### src/rtl/pipe_ctrl_pkg.sv
// Shared types for the pipeline stall/flush scheduler: FSM states, stage indices
// and the packed per-stage control vectors.
package pipe_ctrl_pkg;

    typedef enum logic [2:0] {
        ST_RUN        = 3'd0,
        ST_MEM_WAIT   = 3'd1,
        ST_HALT_DRAIN = 3'd2,
        ST_HALTED     = 3'd3,
        ST_FAULT      = 3'd4
    } state_e;

    localparam int unsigned STG_F   = 0;
    localparam int unsigned STG_D   = 1;
    localparam int unsigned STG_E   = 2;
    localparam int unsigned STG_M   = 3;
    localparam int unsigned STG_WB  = 4;
    localparam int unsigned NUM_STG = 5;

    typedef logic [NUM_STG-1:0] stage_vec_t;

    // F is never flushed, so the flush field only covers D..WB
    typedef struct packed {
        stage_vec_t          stall;
        logic [STG_WB:STG_D] flush;
    } pipe_ctl_t;

    localparam stage_vec_t STALL_MEM = 5'b01111;
    localparam stage_vec_t STALL_ALL = 5'b11111;

endpackage

### src/rtl/pipe_ctrl_perf.sv
// Saturating performance counters: cycles with stall_F held, and jump flushes.
// Instantiated by pipeline_ctrl only when PIPE_CTRL_PERF_EN is defined.
module pipe_ctrl_perf
    import pipe_ctrl_pkg::*;
#(
    parameter int unsigned CNT_W = 32
) (
    input  logic             clk,
    input  logic             reset_n,
    input  logic             stall_f,
    input  logic             jump_flush,
    output logic [CNT_W-1:0] perf_stall_cnt,
    output logic [CNT_W-1:0] perf_flush_cnt
);

    always_ff @(posedge clk or negedge reset_n) begin
        if (!reset_n) begin
            perf_stall_cnt <= '0;
            perf_flush_cnt <= '0;
        end else begin
            if (stall_f && !(&perf_stall_cnt)) begin
                perf_stall_cnt <= perf_stall_cnt + CNT_W'(1);
            end
            if (jump_flush && !(&perf_flush_cnt)) begin
                perf_flush_cnt <= perf_flush_cnt + CNT_W'(1);
            end
        end
    end

endmodule

### src/rtl/pipeline_ctrl.sv
// Central stall/flush scheduler for the F/D/E/M/WB pipeline.
// Optional perf counters are enabled by defining PIPE_CTRL_PERF_EN.
module pipeline_ctrl
    import pipe_ctrl_pkg::*;
#(
    parameter int unsigned HALT_DRAIN  = 3,
    parameter int unsigned MEM_TIMEOUT = 255,
    parameter int unsigned CNT_W       = 32
) (
    input  logic             clk,
    input  logic             reset_n,
    input  logic             hz_stall_req,
    input  logic             jump_req,
    input  logic             dmem_req,
    input  logic             dmem_ready,
    input  logic             halt_req,
    input  logic             resume,
    output logic             stall_F,
    output logic             stall_D,
    output logic             stall_E,
    output logic             stall_M,
    output logic             stall_WB,
    output logic             flush_D,
    output logic             flush_E,
    output logic             flush_M,
    output logic             flush_WB,
    output logic             halted,
    output logic             fault,
    output logic [2:0]       state
`ifdef PIPE_CTRL_PERF_EN
    ,
    output logic [CNT_W-1:0] perf_stall_cnt,
    output logic [CNT_W-1:0] perf_flush_cnt
`endif
);

    localparam int unsigned         TMO_W     = $clog2(MEM_TIMEOUT + 2);
    localparam logic [TMO_W-1:0]    TMO_LIM   = TMO_W'(MEM_TIMEOUT);
    localparam bit                  TMO_EN    = (MEM_TIMEOUT != 0);
    localparam int unsigned         DRAIN_W   = $clog2(HALT_DRAIN + 2);
    // The RUN cycle that accepts the halt is the first bubble
    localparam int unsigned         DRAIN_CYC = (HALT_DRAIN > 2) ? HALT_DRAIN - 1 : 1;
    localparam logic [DRAIN_W-1:0]  DRAIN_END = DRAIN_W'(DRAIN_CYC - 1);

    state_e               state_q, state_d;
    logic [TMO_W-1:0]     tmo_q, tmo_d;
    logic [DRAIN_W-1:0]   drain_q, drain_d;
    logic                 halt_pend_q, halt_pend_d;
    logic                 mem_busy;
    logic                 halt_now;
    logic                 wait_out;
    pipe_ctl_t            ctl;
    stage_vec_t           stall_v;
    logic [STG_WB:STG_D]  flush_v;

    assign mem_busy = dmem_req & ~dmem_ready;
    assign halt_now = halt_req | halt_pend_q;

    always_ff @(posedge clk or negedge reset_n) begin
        if (!reset_n) begin
            state_q     <= ST_RUN;
            tmo_q       <= '0;
            drain_q     <= '0;
            halt_pend_q <= 1'b0;
        end else begin
            state_q     <= state_d;
            tmo_q       <= tmo_d;
            drain_q     <= drain_d;
            halt_pend_q <= halt_pend_d;
        end
    end

    always_comb begin
        state_d     = state_q;
        tmo_d       = tmo_q;
        drain_d     = drain_q;
        halt_pend_d = halt_pend_q | halt_req;
        ctl         = '0;
        wait_out    = 1'b0;

        case (state_q)
            ST_RUN: begin
                if (mem_busy) begin
                    wait_out = 1'b1;
                    state_d  = ST_MEM_WAIT;
                end else if (jump_req) begin
                    ctl.flush[STG_D] = 1'b1;
                    ctl.flush[STG_E] = 1'b1;
                end else if (halt_now) begin
                    ctl.stall[STG_F] = 1'b1;
                    ctl.flush[STG_D] = 1'b1;
                    state_d          = ST_HALT_DRAIN;
                    drain_d          = '0;
                    halt_pend_d      = 1'b0;
                end else if (hz_stall_req) begin
                    ctl.stall[STG_F] = 1'b1;
                    ctl.stall[STG_D] = 1'b1;
                    ctl.flush[STG_E] = 1'b1;
                end
            end
            ST_MEM_WAIT: begin
                if (mem_busy) begin
                    wait_out = 1'b1;
                end else begin
                    state_d = ST_RUN;
                    tmo_d   = '0;
                end
            end
            ST_HALT_DRAIN: begin
                // A memory wait here stalls like MEM_WAIT but keeps the drain position
                halt_pend_d = 1'b0;
                if (mem_busy) begin
                    wait_out = 1'b1;
                end else begin
                    ctl.stall[STG_F] = 1'b1;
                    ctl.flush[STG_D] = 1'b1;
                    tmo_d            = '0;
                    if (drain_q >= DRAIN_END) begin
                        state_d = ST_HALTED;
                    end else begin
                        drain_d = drain_q + DRAIN_W'(1);
                    end
                end
            end
            ST_HALTED: begin
                halt_pend_d = 1'b0;
                ctl.stall   = STALL_ALL;
                if (resume) begin
                    state_d = ST_RUN;
                end
            end
            ST_FAULT: begin
                halt_pend_d = 1'b0;
                ctl.stall   = STALL_ALL;
            end
            default: begin
                state_d = ST_RUN;
            end
        endcase

        if (wait_out) begin
            ctl.stall         = STALL_MEM;
            ctl.flush         = '0;
            ctl.flush[STG_WB] = 1'b1;
            tmo_d             = (&tmo_q) ? tmo_q : tmo_q + TMO_W'(1);
            if (TMO_EN && (state_q != ST_RUN) && (tmo_q == TMO_LIM)) begin
                state_d = ST_FAULT;
            end
        end
    end

    // Controls are gated by reset so nothing leaks while reset_n is low
    assign stall_v = ctl.stall & {NUM_STG{reset_n}};
    assign flush_v = ctl.flush & ~ctl.stall[STG_WB:STG_D] & {(NUM_STG-1){reset_n}};

    assign stall_F  = stall_v[STG_F];
    assign stall_D  = stall_v[STG_D];
    assign stall_E  = stall_v[STG_E];
    assign stall_M  = stall_v[STG_M];
    assign stall_WB = stall_v[STG_WB];
    assign flush_D  = flush_v[STG_D];
    assign flush_E  = flush_v[STG_E];
    assign flush_M  = flush_v[STG_M];
    assign flush_WB = flush_v[STG_WB];
    assign halted   = (state_q == ST_HALTED);
    assign fault    = (state_q == ST_FAULT);
    assign state    = state_q;

`ifdef PIPE_CTRL_PERF_EN
    logic jump_flush;
    assign jump_flush = reset_n & (state_q == ST_RUN) & ~mem_busy & jump_req;

    pipe_ctrl_perf #(
        .CNT_W (CNT_W)
    ) u_perf (
        .clk            (clk),
        .reset_n        (reset_n),
        .stall_f        (stall_F),
        .jump_flush     (jump_flush),
        .perf_stall_cnt (perf_stall_cnt),
        .perf_flush_cnt (perf_flush_cnt)
    );
`else
    // CNT_W only sizes the perf ports; keep it referenced in the plain build
    if (CNT_W == 0) begin : g_no_perf_width
    end
`endif

endmodule

### config.mk
export PLATFORM = sky130hd
export DESIGN_NAME = pipeline_ctrl
export DESIGN_NICKNAME = d
export VERILOG_FILES = /design/src/rtl/pipe_ctrl_pkg.sv /design/src/rtl/pipe_ctrl_perf.sv /design/src/rtl/pipeline_ctrl.sv
export SDC_FILE = /design/constraint.sdc
export NUM_CORES = 1
export LEC_CHECK = 0
export CAP_MARGIN = 20
export CORE_MARGIN = 2
export CORE_UTILIZATION = 45
export DETAILED_ROUTE_END_ITERATION = 8
export PLACE_DENSITY = 0.71
export SYNTH_ARGS = -nofsm -noshare
export SYNTH_HDL_FRONTEND = slang
export SYNTH_SLANG_ARGS = --single-unit
export TNS_END_PERCENT = 5
### constraint.sdc
create_clock -name clk -period 4.1 [get_ports clk]
set_input_delay 0.82 -clock clk [delete_from_list [all_inputs] [get_ports clk]]
set_output_delay 0.82 -clock clk [all_outputs]
set_load 0.01 [all_outputs]
=== Yosys cells after proc, flatten, opt, wreduce, memory -nomap -nowiden ===
Cells that the tools add are included.

* Register bits after elaboration: 16
* Bits in latches: 0
* Memory bits (writable): 0
* Bits in read-only memories: 0
* Input port bits: 8
* Word-level logic and storage cells: 80
* Memories: 0

* Add/sub/neg operators: 2
* $mul: 0
* Div/mod/pow operators: 0
* $lt $le $gt $ge: 1
* Equality and inequality tests: 12
* Shifts and indexed selects: 0
* Muxes and demuxes: 42
* Bitwise gates (word level): 7
* Reductions and logical operators: 12

{| class="wikitable"
|+ Operator list
! operator !! number
|-
| $mux W3 || 15
|-
| $mux W9 || 5
|-
| $pmux W3 S5 || 1
|-
| $ne A2 B2 Y1 const B || 6
|-
| $mux W1 || 11
|-
| $mux W2 || 5
|-
| $add A9 B1 Y9 const B || 1
|-
| $eq A9 B8 Y1 const B || 1
|-
| $reduce_and A9 Y1 || 1
|-
| $and A4 B4 Y4 || 2
|-
| $eq A3 B2 Y1 const B || 2
|-
| $pmux W1 S2 || 3
|-
| $pmux W3 S2 || 1
|-
| $reduce_and A6 Y1 || 1
|-
| $reduce_or A3 Y1 || 2
|-
| $and A5 B5 Y5 || 1
|-
| $not A4 Y4 || 1
|-
| $reduce_bool A2 Y1 || 2
|-
| $reduce_or A2 Y1 || 2
|-
| $add A3 B1 Y3 const B || 1
|-
| $eq A3 B1 Y1 const B || 1
|-
| $eq A3 B3 Y1 const B || 1
|-
| $ge A3 B1 Y1 const B || 1
|-
| $logic_not A3 Y1 || 1
|-
| 8 further kinds || 8
|}

=== Depth between registers and ports, before layout ===
* Depth in word-level cells: 9
* Gate-level depth with buffers: 8
* Depth with buffers taken out: 8

=== Least setup slack after synthesis ===
Ideal clock, no wire load.

* Kind: in2out
* Start: in dmem_req
* End: out stall_M
* Arrival: 1.753 ns
* Required time: 3.280 ns
* Path slack: 1.527 ns
* Stages: 5
* Buffers on the path: 2
* Path through: nor2b_1 > buf_6 > and3_1 > or2_2 > buf_4

* Longest elaborated chain between the ends: 5

{| class="wikitable"
|+ RTL lines
! element !! line !! text
|-
| from (decl) || pipeline_ctrl.sv:14 || <nowiki>input logic dmem_req,</nowiki>
|-
| $and A1 B1 Y1 || pipeline_ctrl.sv:56 || <nowiki>assign mem_busy = dmem_req & ~dmem_ready;</nowiki>
|-
| $mux W1 || pipeline_ctrl.sv:83, pipeline_ctrl.sv:102, pipeline_ctrl.sv:112 ||
|-
| $mux W1 || n/a ||
|-
| $mux W9 || pipeline_ctrl.sv:141 || <nowiki>if (wait_out) begin</nowiki>
|-
| $and A5 B5 Y5 || pipeline_ctrl.sv:153 || <nowiki>assign stall_v = ctl.stall & {NUM_STG{reset_n}};</nowiki>
|-
| to (decl) || pipeline_ctrl.sv:21 || <nowiki>output logic stall_M,</nowiki>
|}

No other way between the ends.

=== Final worst setup path ===
* Start: in dmem_ready
* End: out stall_D

* Longest elaborated chain between the ends: 6

{| class="wikitable"
|+ RTL lines
! element !! line !! text
|-
| from (decl) || pipeline_ctrl.sv:15 || <nowiki>input logic dmem_ready,</nowiki>
|-
| $not A1 Y1 * || pipeline_ctrl.sv:56 ||
|-
| $and A1 B1 Y1 * || pipeline_ctrl.sv:56 ||
|-
| $mux W2 or $mux W1 (tied branches) || pipeline_ctrl.sv:83, pipeline_ctrl.sv:102, pipeline_ctrl.sv:112 ||
|-
| $pmux W1 S2 or $mux W1 (tied branches) || n/a ||
|-
| $mux W9 * || pipeline_ctrl.sv:141 ||
|-
| $and A5 B5 Y5 * || pipeline_ctrl.sv:153 ||
|-
| to (decl) || pipeline_ctrl.sv:19 || <nowiki>output logic stall_D,</nowiki>
|}

Every way passes the cells marked *; elsewhere a longest branch is shown, timed or not.

==> summary by stage <==
Die
The die is 54.1 um wide. The top-level port count is 22. In this run the core area contains 18 standard-cell rows. After floorplanning, the core was sized to cover 2430 sq um.

Measured along the y axis, the die boundary spans 54.1 um. The die covers 2920 sq um. The effective utilization at floorplan is 0.464.

Flow run
The tool flagged a number of max-cap violations equal to 0.

Clock tree
The number of CTS-inserted buffers is 3. CTS built an H-tree with a depth of 1. After clock tree synthesis, the clock-pin slew on the worst setup and hold paths is 0.09 ns. The clock net in this run drives a total of 16 sinks. The clock insertion delay at the later pin of the skew report is 0.28 ns.

CTS placed an instance of sky130_fd_sc_hd__clkbuf_4 at the clock tree root. In this run, post-CTS repair resized a total of 0 instances. The maximum number of buffers from clock root to sink is 2. The TritonCTS clock tree is done. The number of hold buffers added after CTS was 0. Post-CTS timing repair inserted 0 buffers for setup.

Hold path
The type of the most critical hold path is reg2reg. The number of cells traversed by the worst hold path is 1. The launch point of the worst hold path is tmo_q[6]. The path with the worst hold slack has its endpoint at tmo_q[6].

Setup path
Measured in cells, the most critical reg-to-reg path has a length of 8. The largest stage delay on the critical path is 0.53 ns. The worst path buffer plus inverter count is 2. Along the worst path, the maximum fanout reaches 13.

The cell with the largest stage delay on the worst path is sky130_fd_sc_hd__clkdlybuf4s50_1. The data arrival time of the critical path is 2.82 ns. The worst setup path is launched from an input pin. Data on the critical path is required at its endpoint by 3.28 ns.

STA classifies the critical path endpoint as a primary output. For flop-to-flop paths, the worst setup slack is 2.07 ns. The most numerous cell type found on the critical path is sky130_fd_sc_hd__clkdlybuf4s50_1. The family of cells with the greatest summed delay on the critical path is buffers and inverters. The signal on the critical path passes through clkdlybuf4s50_1, or2b_1, nand3_1, nor3_1, o31a_1, clkdlybuf4s50_1. The worst register-to-register path ends at tmo_q[5]. The worst reg2reg path startpoint is tmo_q[0]. By startpoint and endpoint, the worst setup path is classified as in2out.

Detailed routing
The final layout contains routed wiring with a total length of 2390 um. For this run, design rule violations remaining after detail routing come to 0. The final antenna-violating net count is 0. For this block, the initial DRC count from the detailed router was 16.

The first TritonRoute pass finished after 4 iterations. The number of vias per cell is 5.70. The final route contains 1031 vias. The average routed wire per standard cell is 13.2 um.

Logic synthesis
The area of the mapped netlist is 1130 sq um. The complex-gate fraction of the synthesized area is 0.245. For this run, asynchronously set or reset flops after synthesis account for 1.00. During synthesis, Yosys emitted a total of 0 warnings. The synthesized netlist contains 44 unique library cells. Counting flops with a built-in enable in the synthesized netlist gives 0. Sorting the synthesized cells by area gives the leading types as sky130_fd_sc_hd__dfrtp_1 35%, sky130_fd_sc_hd__o21ai_0 6.2%, sky130_fd_sc_hd__ha_1 5.5%. Of the total synthesized cell area, the portion taken by AND, OR, NAND and NOR gates is 0.268. The most common cell in the synthesized netlist is sky130_fd_sc_hd__dfrtp_1. Of all cell types, the one taking the most synthesized area is sky130_fd_sc_hd__dfrtp_1. The mean post-synth cell area is 8.49 sq um. Of the total synthesized cell area, the portion taken by XOR and XNOR cells is 0.00776. Among all flip-flop cells after synthesis, the most frequent one is sky130_fd_sc_hd__dfrtp_1. The share of synthesized area in the top cell type comes to 0.355.

The number of nets in the synthesized netlist is 146. The share of synthesized area occupied by flip-flops and latches is 0.355. The flip-flop and latch count after synthesis is 16. The number of instances in the synthesized netlist is 133. By area, the combinational part of the netlist is dominated by simple AND/OR/NAND/NOR gates.

After synthesis, the share of cell area in mux cells is 0. The share of synthesized cell area in full adder, half adder and majority cells is 0.0554. By count the netlist is led by 16 x sky130_fd_sc_hd__dfrtp_1, 14 x sky130_fd_sc_hd__o21ai_0, 11 x sky130_fd_sc_hd__nand2_1.

STA
In the finished design, the share of the clock period the worst path needs comes to 0.888. The final critical-path required period is 3.64 ns. Derived from the worst setup path, the maximum achievable clock frequency is 275 MHz.

The number of hold violations in the final report is 0. Setup repair after global routing left no endpoint under its margin. The final max-slew violation count is 0.

On the final layout, the worst clock skew is 0.00178 ns. The number of setup violations in the final report is 0. The total negative slack for setup checks is 0 ns.

Global route
The first global-routing pass estimated 4130 um of wire. The global-route usage over all layers is 0.195. The number of global-route vias before repair is 918. The largest net degree at the start of global routing is 17. The overflow left after global routing is 0. The number of antenna violations at the first check in global routing is 0.

Run status
The run finished with clean final reports.

Pwr
The leakage component of the power is 0.564 nW. Across the VDD grid, the largest voltage drop is 0.385 mV. The power density relative to cell area is 475 nW/um^2.

Place
The HPWL after detailed placement is 1810 um. The weighted congestion at the end of routability-driven global placement is 0.844. Port buffering added 20 buffers.

Finish
Relative to the synthesized area, the layout overhead comes to 19.8%. In the final layout, the share of cells above drive strength 1 is 0.0795. The number of nets at the end of the flow is 166. Measured on the finished design, the core utilization comes to 0.556. The number of antenna diodes in the final layout is 0.
-- stage by stage --
step                      power [mW]  worst slack, ns  cells  cell area [sq um]  hold WS, ns
after floorplan                0.467             1.53    133               1130        0.438
after CTS                      0.647            0.471    181               1350        0.506
after detailed placement       0.563            0.480    178               1330        0.473
final                          0.642            0.460    181               1350        0.500
after global routing           0.705            0.328    181               1350        0.522
after global placement         0.555            0.536    178               1330        0.467
-- routing by layer --
layer / track usage / wire, um / vias to the layer above
li1: - / - / 519
met2: 0.307 / 1050 / 35
met4: 0.0750 / 34 / 0
met1: 0.277 / 1170 / 472
met5: 0 / 0 / -
met3: 0.0167 / 135 / 5
-- worst reg2reg max path, cell delays in order, from the launching register on --
cell                        delay, ns
sky130_fd_sc_hd__dfrtp_1         0.45
sky130_fd_sc_hd__ha_1            0.27
sky130_fd_sc_hd__nand2_1         0.07
sky130_fd_sc_hd__nor2_1          0.06
sky130_fd_sc_hd__ha_1            0.26
sky130_fd_sc_hd__nand3b_1        0.16
sky130_fd_sc_hd__o2111ai_2       0.16
sky130_fd_sc_hd__or3_1           0.37
sky130_fd_sc_hd__a21oi_1         0.15
-- registers in the layout (all words and copies together) (netlist names) --
signal / flops
tmo_q: 9
drain_q: 3
state: 3
halt_pend_q: 1
-- area by class of cell --
type	instances	area (sq um)
clock buffer	3	22.5
sequential	16	400
timing repair buffer	22	215
tap	30	37.5
fill	238	1080
multi-input combinational	104	654
inverter	6	22.5
-- power breakdown --
part           leakage, nW  switching (mW)  internal [mW]
clock               0.0138          0.0483         0.0341
combinational        0.335           0.141          0.162
sequential           0.215          0.0640          0.193
-- kinds of logic after synthesis --
family,after synthesis
AOI/OAI and AO/OA,42
other,1
DFF,16
and+or+nand+nor,55
buffers and inverters,13
adders and majority gates,5
xor gates and xnor gates,1
-- worst max-delay path by stage --
stage               start      end  slack (ns)  cells after the start
2_1_floorplan    dmem_req  stall_M        1.53                      5
3_3_place_gp   dmem_ready  stall_D        0.54                      6
3_5_place_dp   dmem_ready  stall_D        0.48                      6
4_1_cts        dmem_ready  stall_D        0.47                      6
5_1_grt        dmem_ready  stall_D        0.33                      6
6_report       dmem_ready  stall_D        0.46                      6
-- layout by cell type, fill, tap and decap left out, drive strengths merged, types with 3 or more instances in the layout --
master	n
clkdlybuf4s50	20
dfrtp	16
o21ai	14
nand2	11
nor2	10
a21oi	9
inv	6
nand3	5
ha	5
or3	4
o21a	4
nor3	4
clkbuf	3
nor3b	3
No activity file was read; power rests on OpenSTA's default activity.
